[src/rtl/program_loader.sv]
// Boot loader: receives a header byte plus 4N little-endian data bytes over valid/ready,
// writes N words to instruction memory from address 0, then releases the processor.
module program_loader #(
  parameter int ADDR_W = 8
) (
  input  logic              clk,
  input  logic              rst,
  input  logic              load_req,
  input  logic              byte_valid,
  input  logic [7:0]        byte_data,
  output logic              byte_ready,
  output logic              im_we,
  output logic [ADDR_W-1:0] im_addr,
  output logic [31:0]       im_wdata,
  output logic              cpu_rst,
  output logic              start,
  output logic              busy,
  output logic              done
);

  typedef enum logic [2:0] {
    S_IDLE   = 3'd0,
    S_HEADER = 3'd1,
    S_DATA   = 3'd2,
    S_WRITE  = 3'd3,
    S_RUN    = 3'd4
  } state_t;

  state_t            state_q, state_d;
  logic [ADDR_W-1:0] addr_q, addr_d;
  logic [ADDR_W-1:0] last_q, last_d;
  logic [1:0]        bcnt_q, bcnt_d;
  logic [31:0]       word_q, word_d;
  logic              byte_ready_q, byte_ready_d;
  logic              im_we_q, im_we_d;
  logic              cpu_rst_q, cpu_rst_d;
  logic              start_q, start_d;
  logic              busy_q, busy_d;
  logic              done_q, done_d;
  logic              accept;

  // Handshake: a byte transfers on a rising edge where byte_valid and byte_ready are
  // both high; byte_ready is registered, so it depends only on the current state.
  assign accept = byte_valid && byte_ready_q;

  always_comb begin
    state_d = state_q;
    addr_d  = addr_q;
    last_d  = last_q;
    bcnt_d  = bcnt_q;
    word_d  = word_q;
    case (state_q)
      S_IDLE: begin
        if (load_req) state_d = S_HEADER;
      end
      S_HEADER: begin
        if (accept) begin
          // N-1 equals the header truncated to the address width, covering the
          // "count of 0 means full memory" case without extra logic.
          last_d  = ADDR_W'(byte_data);
          addr_d  = '0;
          bcnt_d  = 2'd0;
          state_d = S_DATA;
        end
      end
      S_DATA: begin
        if (accept) begin
          word_d[{bcnt_q, 3'b000} +: 8] = byte_data;
          bcnt_d = bcnt_q + 2'd1;
          if (bcnt_q == 2'd3) state_d = S_WRITE;
        end
      end
      S_WRITE: begin
        if (addr_q == last_q) begin
          state_d = S_RUN;
        end else begin
          addr_d  = addr_q + 1'b1;
          state_d = S_DATA;
        end
      end
      S_RUN: begin
        if (load_req) state_d = S_HEADER;
      end
      default: state_d = S_IDLE;
    endcase

    // Outputs are decoded from the next state so they are registered and glitch-free.
    byte_ready_d = (state_d == S_HEADER) || (state_d == S_DATA);
    im_we_d      = (state_d == S_WRITE);
    busy_d       = (state_d == S_HEADER) || (state_d == S_DATA) || (state_d == S_WRITE);
    cpu_rst_d    = (state_d != S_RUN);
    start_d      = (state_d == S_RUN);
    done_d       = (state_q == S_WRITE) && (state_d == S_RUN);
  end

  always_ff @(posedge clk or posedge rst) begin
    if (rst) begin
      state_q      <= S_IDLE;
      addr_q       <= '0;
      last_q       <= '0;
      bcnt_q       <= 2'd0;
      word_q       <= 32'd0;
      byte_ready_q <= 1'b0;
      im_we_q      <= 1'b0;
      cpu_rst_q    <= 1'b1;
      start_q      <= 1'b0;
      busy_q       <= 1'b0;
      done_q       <= 1'b0;
    end else begin
      state_q      <= state_d;
      addr_q       <= addr_d;
      last_q       <= last_d;
      bcnt_q       <= bcnt_d;
      word_q       <= word_d;
      byte_ready_q <= byte_ready_d;
      im_we_q      <= im_we_d;
      cpu_rst_q    <= cpu_rst_d;
      start_q      <= start_d;
      busy_q       <= busy_d;
      done_q       <= done_d;
    end
  end

  assign byte_ready = byte_ready_q;
  assign im_we      = im_we_q;
  assign im_addr    = addr_q;
  assign im_wdata   = word_q;
  assign cpu_rst    = cpu_rst_q;
  assign start      = start_q;
  assign busy       = busy_q;
  assign done       = done_q;

endmodule

[config.mk]
export PLATFORM = sky130hd
export DESIGN_NAME = program_loader
export DESIGN_NICKNAME = d
export VERILOG_FILES = /design/src/rtl/program_loader.sv
export SDC_FILE = /design/constraint.sdc
export NUM_CORES = 1
export LEC_CHECK = 0
export BUFFER_PORTS_ARGS = -buffer_cell sky130_fd_sc_hd__buf_2
export CAP_MARGIN = 20
export CORE_MARGIN = 2
export CORE_UTILIZATION = 44
export DETAILED_ROUTE_END_ITERATION = 10
export GPL_TIMING_DRIVEN = 0
export PLACE_DENSITY_LB_ADDON = 0.15
export SETUP_SLACK_MARGIN = 0.15
export SYNTH_ARGS = -nofsm -noshare
export SYNTH_HDL_FRONTEND = slang
export SYNTH_SLANG_ARGS = --single-unit
[constraint.sdc]
create_clock -name clk -period 3.2 [get_ports clk]
set_clock_uncertainty 0.15 [all_clocks]
set_input_delay 0.64 -clock clk [delete_from_list [all_inputs] [get_ports clk]]
set_output_delay 0.64 -clock clk [all_outputs]
set_load 0.01 [all_outputs]
Word level (Yosys, flattened, before mapping)
Cells that the tools add are included.
{"block": "word_totals", "wordCells": 55, "out_inout_bits": 46, "input_bits": 12, "ff_bits": 59}
{"block": "op_classes", "muxes": 13, "eq_ne": 14, "n_addsub": 3, "n_shift": 2, "reduce_logical": 12}
{"op": "bitwise mux 32 bit", "n": 1}
{"op": "variable shift 8 x 7 -> 32 bit (first input constant)", "n": 1}
{"op": "variable part select 8 x 7 -> 32 bit", "n": 1}
{"op": "2-to-1 mux 8 bit", "n": 2}
{"op": "case mux 8 bit (2 select lines)", "n": 1}
{"op": "2-to-1 mux 3 bit", "n": 5}
{"op": "== test 3 x 2 -> 1 bit (second input constant)", "n": 4}
{"op": "case mux 3 bit (4 select lines)", "n": 1}
{"op": "adder 8 x 1 -> 8 bit (second input constant)", "n": 1}
{"op": "== test 8 bit", "n": 1}
{"op": "negation 5 -> 7 bit", "n": 1}
{"op": "== test 3 x 1 -> 1 bit (second input constant)", "n": 2}
{"op": "== test 3 bit (second input constant)", "n": 2}
{"op": "inequality test 2 bit (second input constant)", "n": 3}
{"op": "AND reduction 3 bit", "n": 2}
{"op": "2-to-1 mux 2 bit", "n": 2}
{"op": "case mux 2 bit (2 select lines)", "n": 1}
{"op": "AND reduction 2 bit", "n": 2}
{"op": "nonzero test 2 bit", "n": 2}
{"op": "logical NOT 3 bit", "n": 1}
{"op": "inequality test 3 bit (second input constant)", "n": 1}
{"op": "adder 2 x 1 -> 2 bit (second input constant)", "n": 1}
{"op": "== test 2 bit (second input constant)", "n": 1}
{"op": "logical AND 1 bit", "n": 2}
{"op": "2 further kinds", "n": 3}

Longest topological paths before layout
Gate-level depths: netlist of the first run.
{"block": "logic_depth", "depth_word": 7, "mapped_depth": 6, "ltp_nobuf": 5}

Worst setup path before layout of the first run
OpenSTA, ideal clock, no wires.
{"block": "synth_path", "kind": "flip-flop to flip-flop", "start": "register bcnt_q[0]", "end": "register word_q[18] (netlist: im_wdata[18])", "t_required_ps": 2967, "setup_ps": 83, "arrival_time_ps": 1647, "synth_period_minus_slack_ps": 1880, "setup_slack_ps": 1320, "path_buffers": 0, "stages_incl_launch_ff": 6, "path_cell_list": "dfrtp_1 -> inv_1 -> ha_1 -> nor3b_1 -> nand2_1 -> o21ai_0"}
{"block": "synth_between", "elab_chain_len": 3, "word_cells_on_any_way": 4, "classes_between": "add/sub (1); shift (2); mux (1)"}
{"item": "start: declaration", "line_no": "32", "source": "logic [1:0] bcnt_q, bcnt_d;"}
{"item": "start signal: assignment", "line_no": "113", "source": "bcnt_q <= bcnt_d;"}
{"item": "negation 5 -> 7 bit (*)", "line_no": "68", "source": "word_d[{bcnt_q, 3'b000} +: 8] = byte_data;"}
{"item": "variable part select 8 x 7 -> 32 bit / variable shift 8 x 7 -> 32 bit (equally long branches)", "line_no": "68"}
{"item": "bitwise mux 32 bit (*)", "line_no": "68"}
{"item": "end signal: assignment", "line_no": "114", "source": "word_q <= word_d;"}
{"item": "end: declaration", "line_no": "33", "source": "logic [31:0] word_q, word_d;"}
Every way passes the cells marked *; elsewhere a longest branch is shown, timed or not.
A chain may end at the register's enable or synchronous reset.

Worst setup path after layout of the first run
{"block": "layout_path", "start": "register bcnt_q[0]", "end": "register word_q[7] (netlist: im_wdata[7])"}
The elaborated chain is that of the path after synthesis.

==> flow_summary.yaml, run 1 <==
die:
  dieHeight_um: 82.1
  dieWidth_um: 82.1
  dieArea_sq_mm: 0.00674
  rows: 28
  pin_count: 58
  start_util_pct: 45.3
  core_region_area_sq_mm: 0.00592
place:
  io_buffers: 57
  dp.cells: 412
  finalWeightedCongestion: 0.812
  place_ws_ps: 903
  hpwlAfterDp_um: 4240
pwr:
  power_density_mw_per_mm2: 916
  combPwrFrac_pct: 35.1
  internal-power_mw: 1.89
  p_seq_share_pct: 39.4
  p_leak_nw: 1.66
  p_sw_share_pct: 37.7
  vdd_drop_max_v: 0.000426
  clock_power_share_pct: 25.5
  power_switching_mw: 1.14
clocking:
  numCtsBuffers: 9
  path_clk_slew_ps: 70
  cts_tree: "done"
  clk_latency_ps: 330
  cts_repair_resize_count: 0
  cts-htree-levels: 3
  cts_root_buffer: "clkbuf_8"
  clockBufferDepth: 2
  hold_buffers: 0
  clock_sinks: 59
  postCtsSetupRepairBufs: 0
cells_and_area:
  final_util_pct: 55.9
  area.sequential_sq_mm: 0.00148
  nNetsFinal: 367
  antenna_cells: 0
  drive_gt1_share_pct: 24.4
  multi_input_area_sq_mm: 0.00114
  instances_no_fill: 428
  fillCellCount: 554
  areaGrowthSynthToFinish_pct: 23.4
sta:
  finalCritPeriodShare_pct: 73.0
  setup_viol: 0
  fin_crit_ps: 2340
  worst_slack_ps: 864
  rsz0062_at_grt: "false"
  timing.fmax_mhz: 428
  worstMarginPinSlew_ps: 937
  hold_ws_ps: 185
  slew_headroom_pct: 37.1
  tns_ps: 0
  hold_viol: 0
  slew_violations: 0
setup_path:
  critPathKind: "reg -> reg"
  required_ps: 3290
  start_kind: "flop"
  cp_max_fo: 8
  arrival_ps: 2430
  endpoint_kind: "flop"
detailed_routing:
  drc: 0
  wl_per_cell_um: 14.3
  vias: 2190
  drt_wl_total_um: 6130
  dr.pass1.iters: 4
  routed_via_density: 5.12
  drt_iter0_drc: 152
  drtAntennaViolNets: 0
global_routing:
  grt_overflow: 0
  grt_pass1_vias: 2114
  antenna_found_initial: 0
  grt_max_degree: 38
  grt_pass1_wl_um: 10300
  grt_util_all_layers_pct: 20.6
run_status:
  status: "finished, final reports clean"
synthesis:
  synth_enable_flop_cells: 0
  async_reset_ff_share_pct: 100
  syn_inst: 279
  ys_types: 36
  ys_seq_area_share_pct: 55.1
  syn-cell-area_sq_mm: 0.00268
  synthTopCellsByArea: "dfrtp_1 (54%), nand2_1 (14%), o21ai_0 (6.3%), ha_1 (3.3%), mux2i_1 (3.0%)"
  synth_top_area_share_pct: 54.1
  yosys_register_bits: 59
  synth_nets: 298
  synth_warnings: 0
  yosysTopAreaCell: "dfrtp_1"
  synthFlopType: "dfrtp_1"
  syn-mean-instance-area_sq_um: 9.62
job:
  maxCapViolCount: 0
worst_hold_path:
  hp-class: "in -> async"
## registers in the layout (all words and copies together), names as in the netlist
name	flops
bcnt_q	2
busy	1
byte_ready	1
cpu_rst	1
done	1
im_addr	8
im_wdata	32
im_we	1
last_q	8
start	1
state_q	3
## power groups by stage
| stage | Combinational [mW] | Sequential [mW] | Clock (mW) |
|---|---|---|---|
| after floorplan | 0.637 | 1.26 | 0 |
| after global placement | 1.04 | 1.20 | 0 |
| after detailed placement | 1.07 | 1.20 | 0 |
| after CTS | 1.08 | 1.20 | 0.786 |
| after global routing | 1.22 | 1.23 | 0.818 |
| final | 1.06 | 1.19 | 0.775 |
## critical path, stage by stage (launching register included)
cell	delay (ps)
dfrtp_1	480
inv_1	160
ha_1	380
nor3b_1	770
nand2_1	110
o21ai_0	200
## worst paths after layout
check	slack (ps)	depth (start not counted)	from	end
setup / recovery	860	5	bcnt_q[0]	im_wdata[7]
hold / removal	180	2	rst	im_addr[1]
setup reg to reg	860	5	bcnt_q[0]	im_wdata[7]
hold reg to reg	320	2	im_wdata[31]	im_wdata[31]
max in group asynchronous	2140	3	rst	im_wdata[25]
min in group clk	320	2	im_wdata[31]	im_wdata[31]
## kinds of logic after synthesis
logic type | count (synthesis) | synth area share, %
muxes | 9 | 3.40
DFF | 59 | 55.1
xor gates and xnor gates | 8 | 2.61
AOI/OAI and AO/OA | 47 | 9.65
adders and majority gates | 7 | 3.26
and+or+nand+nor | 134 | 23.6
buffers and inverters | 15 | 2.42
## routing by layer
metal  share of wire (%)  global-route usage, %  routed length [um]
met1                  48                   29.5                2930
met2                  46                   30.4                2800
met3                 4.7                   3.91                 289
met4                 1.9                   9.17                 114
met5                   0                      0                   0
## layout make-up
| type | count | share of cell area [%] |
|---|---|---|
| inverter | 7 | 0.794 |
| multi-input combinational | 205 | 34.5 |
| clock inverter | 4 | 2.19 |
| timing repair buffer | 58 | 9.22 |
| tap | 75 | 2.83 |
| sequential | 59 | 44.6 |
| clock buffer | 12 | 4.69 |
| buffer | 8 | 1.17 |
## synthesized netlist by cell type, types with 2 or more instances
library cell and count:
mux2i_1 8, xor2_1 8, nor2_1 2, nand2_1 100
o21ai_0 34, a21oi_1 7, inv_1 7, buf_4 2
dfrtp_1 58, nand2b_1 4, and4_1 2, nor3b_2 2
clkbuf_1 5, ha_1 7, nor3b_1 2, nor4_4 2
nand4_1 3, nand3_1 8
## per-stage QoR
step | total power [mW] | cell area [sq um]
after floorplan | 1.90 | 2680
after global placement | 2.24 | 3060
after detailed placement | 2.28 | 3080
after CTS | 3.06 | 3310
after global routing | 3.27 | 3310
final | 3.03 | 3310
## placed cells by master, fill, tap and decap left out, types with 2 or more instances in the layout
cell type  Yosys  final
a21oi_1        7      7
clkbuf_1       5      6
o21ai_0       34     34
nand2b_1       4      4
nand2_1      100    100
buf_4          2      2
dfrtp_1       58     58
buf_2          1     58
nor3b_1        2      2
xor2_1         8      8
nor3b_2        2      2
ha_1           7      7
nand3_1        8      8
nand4_1        3      3
nor2_1         2      2
mux2i_1        8      8
bufinv_16      0      2
inv_1          7      6
nor4_4         2      2
and4_1         2      2
clkbuf_8       0     11
No activity file was read; power rests on OpenSTA's default activity.
==> inputs of run 2 (changes only) <==
==> constraint.sdc (replaced) <==
create_clock -name clk -period 2.18 [get_ports clk]
set_clock_uncertainty 0.15 [all_clocks]
set_input_delay 0.436 -clock clk [delete_from_list [all_inputs] [get_ports clk]]
set_output_delay 0.436 -clock clk [all_outputs]
set_load 0.01 [all_outputs]
==> flow_summary.yaml, run 2 (synthesis results as in run 1) <==
detailed_routing:
  routed_via_density: 5.09
  drt_wl_total_um: 6300
  drtAntennaViolNets: 0
  wl_per_cell_um: 14.4
  dr.pass1.iters: 4
  drc: 0
  drt_iter0_drc: 173
  vias: 2226
clocking:
  numCtsBuffers: 9
  cts_tree: "done"
  clk_latency_ps: 330
  path_clk_slew_ps: 70
  clock_sinks: 59
  cts_root_buffer: "clkbuf_8"
  clockBufferDepth: 2
  cts-htree-levels: 3
pwr:
  vdd_drop_max_v: 0.000585
  p_leak_nw: 1.71
  power_density_mw_per_mm2: 1350
sta:
  worstMarginPinSlew_ps: 571
  rsz0062_at_grt: "false"
  worst_slack_ps: 314
  finalCritPeriodShare_pct: 85.6
  slew_headroom_pct: 61.7
  fin_crit_ps: 1870
  setup_viol: 0
  timing.fmax_mhz: 536
  hold_viol: 0
  slew_violations: 0
worst_hold_path:
  hp-class: "in -> reg"
  whs_path_depth: 3
place:
  finalWeightedCongestion: 0.806
  place_area_sq_mm: 0.00309
  io_buffers: 57
  place_ws_ps: -87.9
  hpwlAfterDp_um: 4200
die:
  core_region_area_sq_mm: 0.00592
  dieArea_sq_mm: 0.00674
  rows: 28
  dieWidth_um: 82.1
  pin_count: 58
  dieHeight_um: 82.1
  start_util_pct: 45.3
setup_path:
  critPathKind: "reg -> reg"
  arrival_ps: 1920
  reg2reg_depth: 4
  cp_max_fo: 9
  start_kind: "flop"
  endpoint_kind: "flop"
  required_ps: 2240
global_routing:
  grt_util_all_layers_pct: 20.3
  grt_max_degree: 43
  antenna_found_initial: 0
  grt_overflow: 0
  grt_pass1_vias: 2000
  grt_pass1_wl_um: 10000
cells_and_area:
  fillCellCount: 551
  final_common_cell: "nand2_1"
  areaGrowthSynthToFinish_pct: 27.7
  fin_area_sq_mm: 0.00343
  nNetsFinal: 376
  largest_reg_flops: 32
  antenna_cells: 0
  drive_gt1_share_pct: 27.9
  area.sequential_sq_mm: 0.00148
  multi_input_area_sq_mm: 0.00120
  mostFrequentLayoutCells: "nand2_1 (100), buf_2 (58), dfrtp_1 (57)"
run_status:
  status: "finished, final reports clean"
job:
  maxCapViolCount: 0
-- run 2: critical path, stage by stage (launching register included) --
cell and delay, ps:
dfrtp_1 440, xor2_1 190, nor4_4 570, a311o_1 300
a31oi_1 100
-- run 2: through the flow --
| stage | setup TNS (ps) | utilization, % | power [mW] | hold WS, ps | cells |
|---|---|---|---|---|---|
| global route | 0 | 57.9 | 5.00 | 234 | 437 |
| detailed placement | -1420 | 52.1 | 3.34 | 316 | 412 |
| CTS | -1830 | 55.7 | 4.37 | 232 | 429 |
| global placement | -637 | 51.8 | 3.30 | 309 | 411 |
| finish | 0 | 57.9 | 4.64 | 242 | 437 |
| floorplan | 0 | - | 2.78 | 314 | 279 |
-- run 2: where the power goes --
group,leakage (nW),switching [mW],internal [mW]
Combinational,0.816,1.06,0.798
Sequential,0.785,0.291,1.46
Clock,0.106,0.431,0.589
-- run 2: area by class of cell --
class                      count  area share (%)
clock buffer                  12            4.53
multi-input combinational    205            35.1
timing repair buffer          67            11.0
tap                           75            2.74
sequential                    59            43.2
clock inverter                 4            1.42
buffer                         8            1.13
inverter                       7           0.986
-- run 2: routing by layer --
layer,track usage [%],wire (um),vias to the layer above
met1,29.2,3040,1080
met2,29.1,2930,52
met4,5.67,44,0
li1,-,-,1090
met5,0,0,-
met3,7.07,281,4
-- run 2: timing repair --
item                                    4_1_cts  5_1_grt
endpoints found under the setup margin       24       39
endpoints found under the hold margin        16        0
gates resized for setup                       0       14
hold buffers                                  1        0
pin swaps                                     0        1
buffers inserted                              0        8
-- run 2: path summary, 6_finish.rpt --
kind / startpoint / to / slack (ps)
worst max-delay path: im_addr[6] / byte_ready / 310
worst min-delay path: byte_data[3] / last_q[3] / 240
worst max register to register: im_addr[6] / byte_ready / 310
worst min register to register: im_wdata[12] / im_wdata[12] / 330
max in group asynchronous: rst / bcnt_q[0] / 810
min in group asynchronous: rst / busy / 510
